File: src/rtl/spmv_row_sched.sv
// Row sequencer for the SpMV accumulator: takes one nnz count per row, gates products
// into the accumulator, waits out its pipeline and issues one row-done token per row.
module spmv_row_sched #(
    parameter int LEN_W   = 32,
    parameter int ROW_W   = 32,
    parameter int ACC_LAT = 4
) (
    input  logic             clk,
    input  logic             rst,
    input  logic             cfg_start,
    input  logic [ROW_W-1:0] cfg_nrows,
    input  logic             s_len_tvalid,
    input  logic [LEN_W-1:0] s_len_tdata,
    output logic             s_len_tready,
    input  logic             prod_valid,
    output logic             prod_ready,
    output logic             acc_en,
    output logic             acc_first,
    output logic             row_done_valid,
    input  logic             row_done_ready,
    output logic [ROW_W-1:0] row_done_idx,
    output logic             row_done_empty,
    output logic             busy,
    output logic             done
);

    typedef enum logic [2:0] {
        S_IDLE,
        S_LOAD,
        S_ACCUM,
        S_FLUSH,
        S_EMIT,
        S_DONE
    } state_t;

    // The flush counter only ever needs to hold ACC_LAT-1, at most 14.
    localparam logic [3:0] FLUSH_INIT = 4'(ACC_LAT - 1);

    state_t           state_reg, state_next;
    logic [ROW_W-1:0] nrows_reg, nrows_next;
    logic [ROW_W-1:0] row_idx_reg, row_idx_next;
    logic [LEN_W-1:0] remaining_reg, remaining_next;
    logic [3:0]       flush_cnt_reg, flush_cnt_next;
    logic             first_reg, first_next;
    logic             empty_reg, empty_next;
    logic [ROW_W-1:0] last_row;

    // Safe from underflow: a zero-row batch never leaves IDLE for LOAD.
    assign last_row = nrows_reg - ROW_W'(1);

    always_ff @(posedge clk) begin
        if (rst) begin
            state_reg     <= S_IDLE;
            nrows_reg     <= '0;
            row_idx_reg   <= '0;
            remaining_reg <= '0;
            flush_cnt_reg <= '0;
            first_reg     <= 1'b0;
            empty_reg     <= 1'b0;
        end else begin
            state_reg     <= state_next;
            nrows_reg     <= nrows_next;
            row_idx_reg   <= row_idx_next;
            remaining_reg <= remaining_next;
            flush_cnt_reg <= flush_cnt_next;
            first_reg     <= first_next;
            empty_reg     <= empty_next;
        end
    end

    always_comb begin
        state_next     = state_reg;
        nrows_next     = nrows_reg;
        row_idx_next   = row_idx_reg;
        remaining_next = remaining_reg;
        flush_cnt_next = flush_cnt_reg;
        first_next     = first_reg;
        empty_next     = empty_reg;
        s_len_tready   = 1'b0;
        prod_ready     = 1'b0;
        acc_en         = 1'b0;
        acc_first      = 1'b0;
        row_done_valid = 1'b0;
        row_done_idx   = '0;
        row_done_empty = 1'b0;
        busy           = (state_reg != S_IDLE);
        done           = 1'b0;

        case (state_reg)
            S_IDLE: begin
                if (cfg_start) begin
                    nrows_next   = cfg_nrows;
                    row_idx_next = '0;
                    state_next   = (cfg_nrows == '0) ? S_DONE : S_LOAD;
                end
            end
            S_LOAD: begin
                s_len_tready = 1'b1;
                if (s_len_tvalid) begin
                    if (s_len_tdata == '0) begin
                        empty_next = 1'b1;
                        state_next = S_EMIT;
                    end else begin
                        remaining_next = s_len_tdata;
                        first_next     = 1'b1;
                        empty_next     = 1'b0;
                        state_next     = S_ACCUM;
                    end
                end
            end
            S_ACCUM: begin
                prod_ready = 1'b1;
                acc_en     = prod_valid;
                acc_first  = prod_valid & first_reg;
                if (prod_valid) begin
                    first_next     = 1'b0;
                    remaining_next = remaining_reg - LEN_W'(1);
                    if (remaining_reg == LEN_W'(1)) begin
                        flush_cnt_next = FLUSH_INIT;
                        state_next     = S_FLUSH;
                    end
                end
            end
            S_FLUSH: begin
                // Counts ACC_LAT-1 down to 0, so the accumulator gets exactly ACC_LAT cycles.
                if (flush_cnt_reg == 4'd0) begin
                    state_next = S_EMIT;
                end else begin
                    flush_cnt_next = flush_cnt_reg - 4'd1;
                end
            end
            S_EMIT: begin
                row_done_valid = 1'b1;
                row_done_idx   = row_idx_reg;
                row_done_empty = empty_reg;
                if (row_done_ready) begin
                    if (row_idx_reg == last_row) begin
                        state_next = S_DONE;
                    end else begin
                        row_idx_next = row_idx_reg + ROW_W'(1);
                        state_next   = S_LOAD;
                    end
                end
            end
            S_DONE: begin
                done       = 1'b1;
                state_next = S_IDLE;
            end
            default: state_next = S_IDLE;
        endcase
    end

endmodule

File: config.mk
export PLATFORM = sky130hd
export DESIGN_NAME = spmv_row_sched
export DESIGN_NICKNAME = d
export VERILOG_FILES = /design/src/rtl/spmv_row_sched.sv
export SDC_FILE = /design/constraint.sdc
export NUM_CORES = 1
export LEC_CHECK = 0
export BUFFER_PORTS_ARGS = -buffer_cell sky130_fd_sc_hd__buf_2
export CAP_MARGIN = 20
export CORE_ASPECT_RATIO = 1.5
export CORE_MARGIN = 2
export CORE_UTILIZATION = 30
export CTS_BUF_LIST = sky130_fd_sc_hd__clkbuf_4
export CTS_CLUSTER_DIAMETER = 40
export CTS_CLUSTER_SIZE = 16
export DETAILED_ROUTE_END_ITERATION = 10
export GPL_TIMING_DRIVEN = 1
export PLACE_DENSITY = 0.58
export SETUP_SLACK_MARGIN = 0.5
export SLEW_MARGIN = 20
export SYNTH_ARGS = -nofsm -noshare
export SYNTH_HDL_FRONTEND = slang
export SYNTH_SLANG_ARGS = --single-unit
File: constraint.sdc
create_clock -name clk -period 4.22 [get_ports clk]
set_clock_uncertainty 0.1 [all_clocks]
set_input_delay 0.211 -clock clk [delete_from_list [all_inputs] [get_ports clk]]
set_output_delay 0.211 -clock clk [all_outputs]
set_load 0.02 [all_outputs]
==> results.md, run 1 <==
- RSZ-0062 raised after global routing: no
- WL/cell: 17.1 um
- Final Power: 4.41 mW
- Post-synthesis mux area share: 2.54%
- Post-synthesis cell type count: 74
- Number of synthesized flops with an enable pin: 0
- Initial Util: 30.6%
- Seq/Total Area, Yosys: 30.7%
- Setup bufs post-CTS: 0
- Syn avg cell area: 7.26 um^2
- Main combinational cell family by area after synthesis: simple AND/OR/NAND/NOR gates
- FF+latch count, synth: 105
- Worst EP required: 4.59 ns
- Gr usage total: 19.3%
- First-pass GRT wire length: 37.3 mm
- Worst VDD drop: 0.275 mV
- PnR worst setup slack: 0.749 ns
- CP delay by family, top: simple AND/OR/NAND/NOR gates
- Number of I/O pins: 110
- Fin area: 8390 um^2
- Synth Area in XOR/XNOR: 4.86%
- Hold Fails Final Rpt: 0
- Arr. time, crit path: 3.85 ns
- CP bufs+invs: 1
- Post-synthesis simple-gate area fraction: 33.8%
- Slowest Stage Delay on Critical Path: 0.68 ns
- HPWL Detailed: 17.0 mm
- DR vias/cell: 5.58
- Cells after Synth: 944
- Final-report setup violation count: 0
- Initial antenna violation count: 1
- CTS Sinks: 105
- Min Tclk post-route: 3.47 ns
- Crit Path Class: reg2reg
- Largest net degree at the start of global routing: 87
- Fillers: 2359
- Adder-Cell Fraction of Synth Area: 0.913%
- Asr flop ratio synth: 0%
- Clk slew on worst S/H paths: 0.19 ns
- Relative slew slack: 35.1%
- Core area: 22400 um^2
- Warnings from Yosys: 0
- Final Wtd Congestion: 0.909
- Hold_ws: 0.0338 ns
- Hold Crit Class: in2reg
- Die Y-Extent: 189 um
- Worst skew pair latency: 0.53 ns
- CP max stage cell: or4_1
- Synthesis-to-finish area growth: 22.4%
- Status: finished, final reports clean
- Initial DRC count: 461
- Post-Syn Area: 6850 um^2
- Fraction of layout cells with a size suffix above 1: 14.7%
- CTS Buffer Depth: 2
- Actual slew at the worst max-slew pin: 0.973 ns
- Detail Route Antenna Nets: 0
- Fmax: 288 MHz
- Tcrit/Tclk final: 82.3%
- Util after Layout: 37.5%
- Fin. max-slew vios: 0
- Vias: 7600
- Sum Neg Setup Slack: 0 ns
- Layout Cells excl Fill: 1363
- Share of the synthesized area in the top cell type: 30.7%
- Synth Net Count: 1019
- DRC: 0
- Port Buffers: 109
- Die Area: 24100 um^2
- CTS H-Tree Depth: 3
- MaxCap Viol Count: 0
- Gr ovfl total: 0
- CTS tree: built
- Dominant cell type by area after synthesis: dfxtp_1
- Post-DP Area: 7600 um^2
- CTS root buf: clkbuf_4
- Dpl cells: 1281
- Vias in the first global route: 7160
- Nets: 1155
- Detailed Route WL: 23.3 mm
- Largest fanout on the critical path: 33
- DP Worst Slack: 0.585 ns
- Worst setup EP type: flop
- Row Count: 67
- Main synth FF type: dfxtp_1
- Die X: 127 um
- Top post-synthesis cells by area: dfxtp_1 (31%), nand2_1 (7.4%), a21oi_1 (5.9%), nor2_1 (4.9%), and3_1 (3.7%)
- Leak: 3.51 nW
- Post-synthesis compound-gate area fraction: 22.2%
- Critical path startpoint category: flop
- Cts bufs inserted: 9
- 1st-pass router iterations: 5
- Cell Chain, Critical Path: or4_1, or4b_1, and3_1, o31ai_4, o311ai_2, nor3_4, a21oi_2, buf_4, o21bai_1, mux2i_1
- P per Cell Area: 526 nW/um^2
[Yosys cell counts, types with 8 or more instances]
| library cell | instances |
|---|---|
| a211oi_1 | 11 |
| a21oi_1 | 81 |
| a31oi_1 | 8 |
| and2_1 | 9 |
| and3_1 | 41 |
| clkbuf_1 | 49 |
| dfxtp_1 | 105 |
| inv_1 | 27 |
| mux2i_1 | 14 |
| nand2_1 | 136 |
| nand2b_1 | 10 |
| nand3_1 | 29 |
| nand4_1 | 24 |
| nor2_1 | 89 |
| nor3_1 | 26 |
| nor4_1 | 35 |
| o21ai_0 | 48 |
| o22ai_1 | 8 |
| or3_1 | 18 |
| or4_1 | 13 |
| xnor2_1 | 17 |
| xor2_1 | 21 |
[layout by cell type, fill, tap and decap left out, types with 3 or more instances in the layout]
cell type / n
inv_6: 3
dlygate4sd3_1: 64
nand4_1: 24
a211oi_1: 11
a221oi_1: 5
and4_1: 3
clkbuf_4: 9
or3_1: 18
a2111oi_0: 4
nor4_1: 35
nand2b_1: 10
o2111ai_1: 3
o22ai_1: 8
a22oi_1: 7
and2_1: 8
inv_8: 3
o211ai_1: 5
inv_1: 27
buf_2: 109
a31o_1: 6
or4_1: 13
nor3_1: 26
nor2_1: 89
a31oi_1: 8
and3_1: 41
a22o_1: 5
a21oi_1: 81
ha_1: 5
dfxtp_1: 105
nand3_1: 29
mux2i_1: 14
xor2_1: 21
o31a_1: 4
o31ai_1: 5
o21ai_0: 48
nand2_1: 136
or2_2: 4
buf_4: 13
xnor2_1: 17
nor2b_1: 6
[path summary, 6_finish.rpt]
check                         start                end  slack, ns  cells after the start
setup reg to reg       nrows_reg[0]    row_idx_reg[22]       0.75                     10
hold / removal      s_len_tdata[26]  remaining_reg[26]       0.03                      3
setup / recovery       nrows_reg[0]    row_idx_reg[22]       0.75                     10
hold reg to reg   remaining_reg[10]  remaining_reg[10]       0.39                      2
[kinds of logic after synthesis]
family,count (synthesis)
simple gates,458
compound gates,234
flops,105
buf+inv,88
xor+xnor,38
mux,16
fa+ha+maj,5
[what timing repair did]
item	CTS	global route
setup endpoints to repair	0	30
resized for setup	0	3
hold buffers	64	0
endpoints found under the hold margin	66	0
[routing by layer]
metal	share of wire, %	wire (um)	GRT usage [%]
met1	40	9360	21.9
met2	52	12100	35.6
met3	4.1	950	2.37
met4	3.7	861	8.58
met5	0	0	0
[worst reg2reg max path: stages (launching register included)]
cell	delay, ns
dfxtp_1	0.40
or4_1	0.68
or4b_1	0.53
and3_1	0.22
o31ai_4	0.27
o311ai_2	0.20
nor3_4	0.26
a21oi_2	0.09
buf_4	0.25
o21bai_1	0.24
mux2i_1	0.19
[power by group]
| part | total [mW] | internal (mW) | switching, mW | leakage, nW |
|---|---|---|---|---|
| sequential | 1.42 | 1.17 | 0.251 | 0.854 |
| clock | 0.557 | 0.139 | 0.418 | 0.0771 |
| combinational | 2.43 | 0.879 | 1.55 | 2.58 |
| total | 4.41 | 2.19 | 2.22 | 3.51 |
[layout make-up]
cell class,count,area [um^2],area share (%)
Antenna cell,2,5.00,0.0596
Clock buffer,9,67.6,0.805
Clock inverter,7,65.1,0.775
Inverter,27,101,1.21
Multi-Input combinational cell,751,4420,52.7
Sequential cell,105,2100,25.0
Tap cell,276,345,4.12
Timing Repair Buffer,186,1280,15.3
Note: power is estimated with default switching activity, not from simulation.
==> inputs of run 2 (changes only) <==
==> constraint.sdc (replaced) <==
create_clock -name clk -period 3.55 [get_ports clk]
set_clock_uncertainty 0.1 [all_clocks]
set_input_delay 0.1775 -clock clk [delete_from_list [all_inputs] [get_ports clk]]
set_output_delay 0.1775 -clock clk [all_outputs]
set_load 0.02 [all_outputs]
==> results.md, run 2 (synthesized netlist as in run 1, its figures left out) <==
- Hold Crit Class: in2reg
- RSZ-0062 raised after global routing: yes
- Dpl cells: 1294
- CTS H-Tree Depth: 3
- Number of I/O pins: 110
- Initial Util: 30.6%
- First-pass GRT wire length: 38.7 mm
- DRC: 0
- Fraction of layout cells with a size suffix above 1: 19.7%
- Met3 WL: 1.01 mm
- Core area: 22400 um^2
- M1 WL: 9.67 mm
- Cell Chain, Critical Path: or4_4, nor4_2, o2111ai_1, a222oi_1, o311ai_4, nor3_4, a21oi_2, buf_12, o21bai_1, mux2i_1
- Synthesis-to-finish area growth: 28.8%
- CTS root buf: clkbuf_4
- Vias in the first global route: 7402
- Arr. time, crit path: 3.42 ns
- Gr usage total: 20.2%
- Relative slew slack: 41.5%
- Initial DRC count: 482
- Tcrit/Tclk final: 86.2%
- Row Count: 67
- Sum Neg Setup Slack: 0 ns
- Vias: 7772
- CP bufs+invs: 1
- Met2 wire len: 13.1 mm
- Crit Path Class: reg2reg
- Nets: 1180
- 1st-pass router iterations: 5
- Slowest Stage Delay on Critical Path: 0.59 ns
- Largest fanout on the critical path: 33
- CTS Buffer Depth: 2
- Clk slew on worst S/H paths: 0.21 ns
- MaxCap Viol Count: 0
- Final-report setup violation count: 0
- Final Wtd Congestion: 0.923
- WL/cell: 17.9 um
- P per Cell Area: 649 nW/um^2
- Worst EP required: 3.91 ns
- Fmax: 327 MHz
- Worst setup EP type: flop
- CP max stage cell: or4_4
- Initial antenna violation count: 1
- Detail Route Antenna Nets: 0
- DR vias/cell: 5.60
- Status: finished, final reports clean
- CTS tree: built
- Port Buffers: 109
- Actual slew at the worst max-slew pin: 0.877 ns
- Fillers: 2355
- Detailed Route WL: 24.9 mm
- Die Y-Extent: 189 um
- Most frequent cells in the layout: nand2_1 (136), buf_2 (109), dfxtp_1 (95), nor2_1 (86), a21oi_1 (81)
- CP delay by family, top: compound AO/OA/AOI/OAI gates
- Die Area: 24100 um^2
- Gr ovfl total: 0
- Uppermost routed layer: met4
- Layout Cells excl Fill: 1387
- Worst skew pair latency: 0.50 ns
- CTS Sinks: 105
- Fin. max-slew vios: 0
- Die X: 127 um
- Commonest non-fill, non-tap cell in the layout: nand2_1
- Largest net degree at the start of global routing: 79
- Worst VDD drop: 0.350 mV
- Min Tclk post-route: 3.06 ns
- HPWL Detailed: 18.0 mm
- Critical path startpoint category: flop
- Hold Fails Final Rpt: 0
- Leak: 3.67 nW
- Cts bufs inserted: 9
run 2: cell types whose count changed in the layout (fill, tap and decap cells not counted), moves of 4 or more:
cell,before,now
buf_4,13,31
dfxtp_2,0,9
dlygate4sd3_1,64,69
or4_1,13,9
a2111oi_2,0,4
or4_4,0,4
dfxtp_1,105,95
run 2: per-layer routing:
metal	up-vias	global-route usage [%]
li1	3783	-
met1	3691	21.7
met2	245	38.1
met3	53	3.02
met4	0	9.38
met5	-	0
run 2: worst register-to-register path: stages (launching register included):
cell and delay, ns:
dfxtp_2 0.42, or4_4 0.59, nor4_2 0.26, o2111ai_1 0.18
a222oi_1 0.41, o311ai_4 0.22, nor3_4 0.19, a21oi_2 0.10
buf_12 0.19, o21bai_1 0.17, mux2i_1 0.19
run 2: area by class of cell:
class	count	area (um^2)	area share [%]
tap	276	345	3.91
timing repair buffer	210	1490	16.9
clock inverter	6	57.6	0.652
inverter	27	101	1.15
multi-input combinational	752	4640	52.6
antenna	1	2.50	0.0283
clock buffer	10	75.1	0.850
sequential	105	2120	24.0
run 2: report_power, final:
part           internal (mW)  switching [mW]  leakage, nW
Clock                  0.171           0.483       0.0758
Sequential              1.40           0.295        0.859
Combinational           1.32            2.06         2.74
Total                   2.89            2.84         3.67
run 2: timing repair:
item,4_1_cts,5_1_grt
gates cloned,1,0
setup buffers,6,0
resized for setup,41,19
pin swaps,9,4
hold buffers,69,0
endpoints found under the hold margin,67,0
setup endpoints to repair,31,37
run 2: worst paths after layout:
path,start,to,slack (ns),depth (start not counted)
max,nrows_reg[8],row_idx_reg[22],0.49,10
min,s_len_tdata[31],remaining_reg[31],0.04,5
max reg2reg,nrows_reg[8],row_idx_reg[22],0.49,10
min reg2reg,remaining_reg[10],remaining_reg[10],0.38,2
run 2: metrics by stage:
step                utilization, %  setup WS (ns)  area [um^2]  power (mW)  hold slack (ns)
finish                        39.5          0.491         8830        5.73           0.0362
global route                  39.5          0.375         8830        6.16           0.0527
floorplan                        -          0.504         6850        3.75            0.213
CTS                           39.0          0.460         8740        5.60          0.00273
detailed placement            34.4          0.195         7700        4.67            0.338
global placement              34.4          0.283         7700        4.65            0.335
==> inputs of run 3 (changes only) <==
--- a/config.mk
+++ b/config.mk
@@ -9,13 +9,13 @@
 export CAP_MARGIN = 20
 export CORE_ASPECT_RATIO = 1.5
 export CORE_MARGIN = 2
-export CORE_UTILIZATION = 30
+export CORE_UTILIZATION = 41
 export CTS_BUF_LIST = sky130_fd_sc_hd__clkbuf_4
 export CTS_CLUSTER_DIAMETER = 40
 export CTS_CLUSTER_SIZE = 16
 export DETAILED_ROUTE_END_ITERATION = 10
 export GPL_TIMING_DRIVEN = 1
-export PLACE_DENSITY = 0.58
+export PLACE_DENSITY = 0.71
 export SETUP_SLACK_MARGIN = 0.5
 export SLEW_MARGIN = 20
 export SYNTH_ARGS = -nofsm -noshare
==> results.md, run 3 (synthesized netlist as in run 1, its figures left out) <==
- CTS root buf: clkbuf_4
- Worst Hold End: nrows_reg[13]
- Tcrit/Tclk final: 88.6%
- Util after Layout: 54.7%
- Final-report setup violation count: 0
- Critical Path Most Common Cell: buf_4
- Reg2reg start: nrows_reg[4]
- R2R depth: 12
- Worst VDD drop: 0.421 mV
- Largest fanout on the critical path: 9
- Fin. max-slew vios: 0
- Sum Neg Setup Slack: 0 ns
- Min-Delay Startpoint: rst
- Vias: 7885
- Nets: 1184
- Die X: 110 um
- DRC: 0
- PnR worst setup slack: 0.406 ns
- Fraction of layout cells with a size suffix above 1: 21.4%
- CTS tree: built
- Number of I/O pins: 110
- 1st-pass router iterations: 7
- Critical path startpoint category: flop
- Hold_ws: 0.0484 ns
- R2r endpoint: row_idx_reg[0]
- Hold Crit Class: in2reg
- Largest net degree at the start of global routing: 65
- HPWL Detailed: 16.6 mm
- Synthesis-to-finish area growth: 29.7%
- Arr. time, crit path: 3.45 ns
- Relative slew slack: 41.6%
- Hold Crit Depth: 2
- Clk slew on worst S/H paths: 0.19 ns
- Switch share: 49.4%
- Detailed Route WL: 24.0 mm
- CP max stage cell: or4_4
- Core area: 16300 um^2
- DP Worst Slack: 0.160 ns
- Worst setup EP type: flop
- MaxCap Viol Count: 0
- Clock share of power: 10.8%
- Initial Util: 42.2%
- Status: finished, final reports clean
- Power share of the combinational group: 59.7%
- Gr ovfl total: 0
- RSZ-0062 raised after global routing: yes
- Hold Fails Final Rpt: 0
- Initial DRC count: 550
- DR vias/cell: 5.97
- Die Y-Extent: 162 um
- Gr usage total: 26.3%
- CP delay by family, top: simple AND/OR/NAND/NOR gates
- First-pass GRT wire length: 36.5 mm
- Commonest non-fill, non-tap cell in the layout: nand2_1
- Row Count: 57
- Most frequent cells in the layout: nand2_1 (135), buf_2 (109), dfxtp_1 (92), nor2_1 (88), a21oi_1 (79)
- Die Area: 17800 um^2
- Sequential share of power: 29.5%
- Final Power: 5.79 mW
- Leak: 3.71 nW
- Detail Route Antenna Nets: 0
- P per Cell Area: 651 nW/um^2
- Crit Path Class: reg2reg
- Slowest Stage Delay on Critical Path: 0.59 ns
- Switching power of the nets: 2.86 mW
- Port Buffers: 109
- Int Pwr: 2.93 mW
- Actual slew at the worst max-slew pin: 0.877 ns
- Worst EP required: 3.86 ns
- Reg-to-reg slack, setup: 0.41 ns
- Initial antenna violation count: 1
- Final Wtd Congestion: 0.976
- Vias in the first global route: 7320
- CP bufs+invs: 3
- CTS H-Tree Depth: 3
- CTS Buffer Depth: 2
- WL/cell: 18.2 um
- Min Tclk post-route: 3.14 ns
- Cts bufs inserted: 9
- CTS Sinks: 105
- Cell Chain, Critical Path: or4_4, nor2_2, buf_4, nand3_1, a221oi_2, nand4_1, buf_4, nor3_4, a21oi_4, clkbuf_16, o2111ai_2, o41ai_2
- Worst skew pair latency: 0.51 ns
- Fmax: 318 MHz
-- run 3: changes by cell type in the layout (fill, tap and decap cells not counted), sizes merged --
cell,delta
buf,+6
clkbuf,+2
clkinv,+1
clkinvlp,+1
dlygate4sd3,-4
inv,-1
o311a,-1
-- run 3: layer usage --
metal  vias to the layer above  share of wire [%]  track usage [%]
met5                         -                  0                0
met4                         0                6.1             16.2
met3                        94                5.3             3.60
met2                       312                 51             46.4
met1                      3677                 38             29.1
li1                       3802                  -                -
-- run 3: cell type report --
class	instances	area, um^2
Fill cell	1500	7370
Clock inverter	7	62.6
Inverter	27	101
Sequential cell	105	2130
Multi-Input combinational cell	751	4690
Antenna cell	1	2.50
Timing Repair Buffer	215	1580
Tap cell	206	258
Clock buffer	9	67.6
-- run 3: how the worst max path moves through the flow --
stage,startpoint,to,slack [ns],cells past startpoint
after floorplan,nrows_reg[0],row_idx_reg[0],0.50,11
after global placement,nrows_reg[0],row_idx_reg[25],0.18,11
after detailed placement,nrows_reg[0],row_idx_reg[25],0.16,11
after CTS,nrows_reg[1],row_idx_reg[25],0.42,10
after global routing,nrows_reg[1],row_idx_reg[0],0.28,14
final,nrows_reg[4],row_idx_reg[0],0.41,12
-- run 3: worst register-to-register path, stage by stage (launching register included) --
cell       delay [ns]
dfxtp_4          0.42
or4_4            0.59
nor2_2           0.16
buf_4            0.14
nand3_1          0.10
a221oi_2         0.35
nand4_1          0.16
buf_4            0.17
nor3_4           0.21
a21oi_4          0.14
clkbuf_16        0.21
o2111ai_2        0.19
o41ai_2          0.10
-- run 3: power groups by stage --
stage	logic, mW	registers, mW	clock network [mW]
detailed placement	2.93	1.70	0
finish	3.46	1.71	0.624
global route	3.75	1.74	0.677
CTS	3.16	1.68	0.636
global placement	2.92	1.69	0
floorplan	2.15	1.60	0
-- run 3: per-stage QoR --
stage | cells | instance area (um^2)
finish | 1321 | 8890
global route | 1321 | 8890
CTS | 1315 | 8580
detailed placement | 1226 | 7640
global placement | 1226 | 7640
floorplan | 944 | 6850
-- run 3: what timing repair did --
action                     in CTS  in global routing
resized for setup              31                 44
setup endpoints to repair      33                 35
buffers inserted                8                  2
hold endpoints to repair       66                  0
pin swaps                      11                 14
hold buffers                   65                  0
cloned                          0                  3
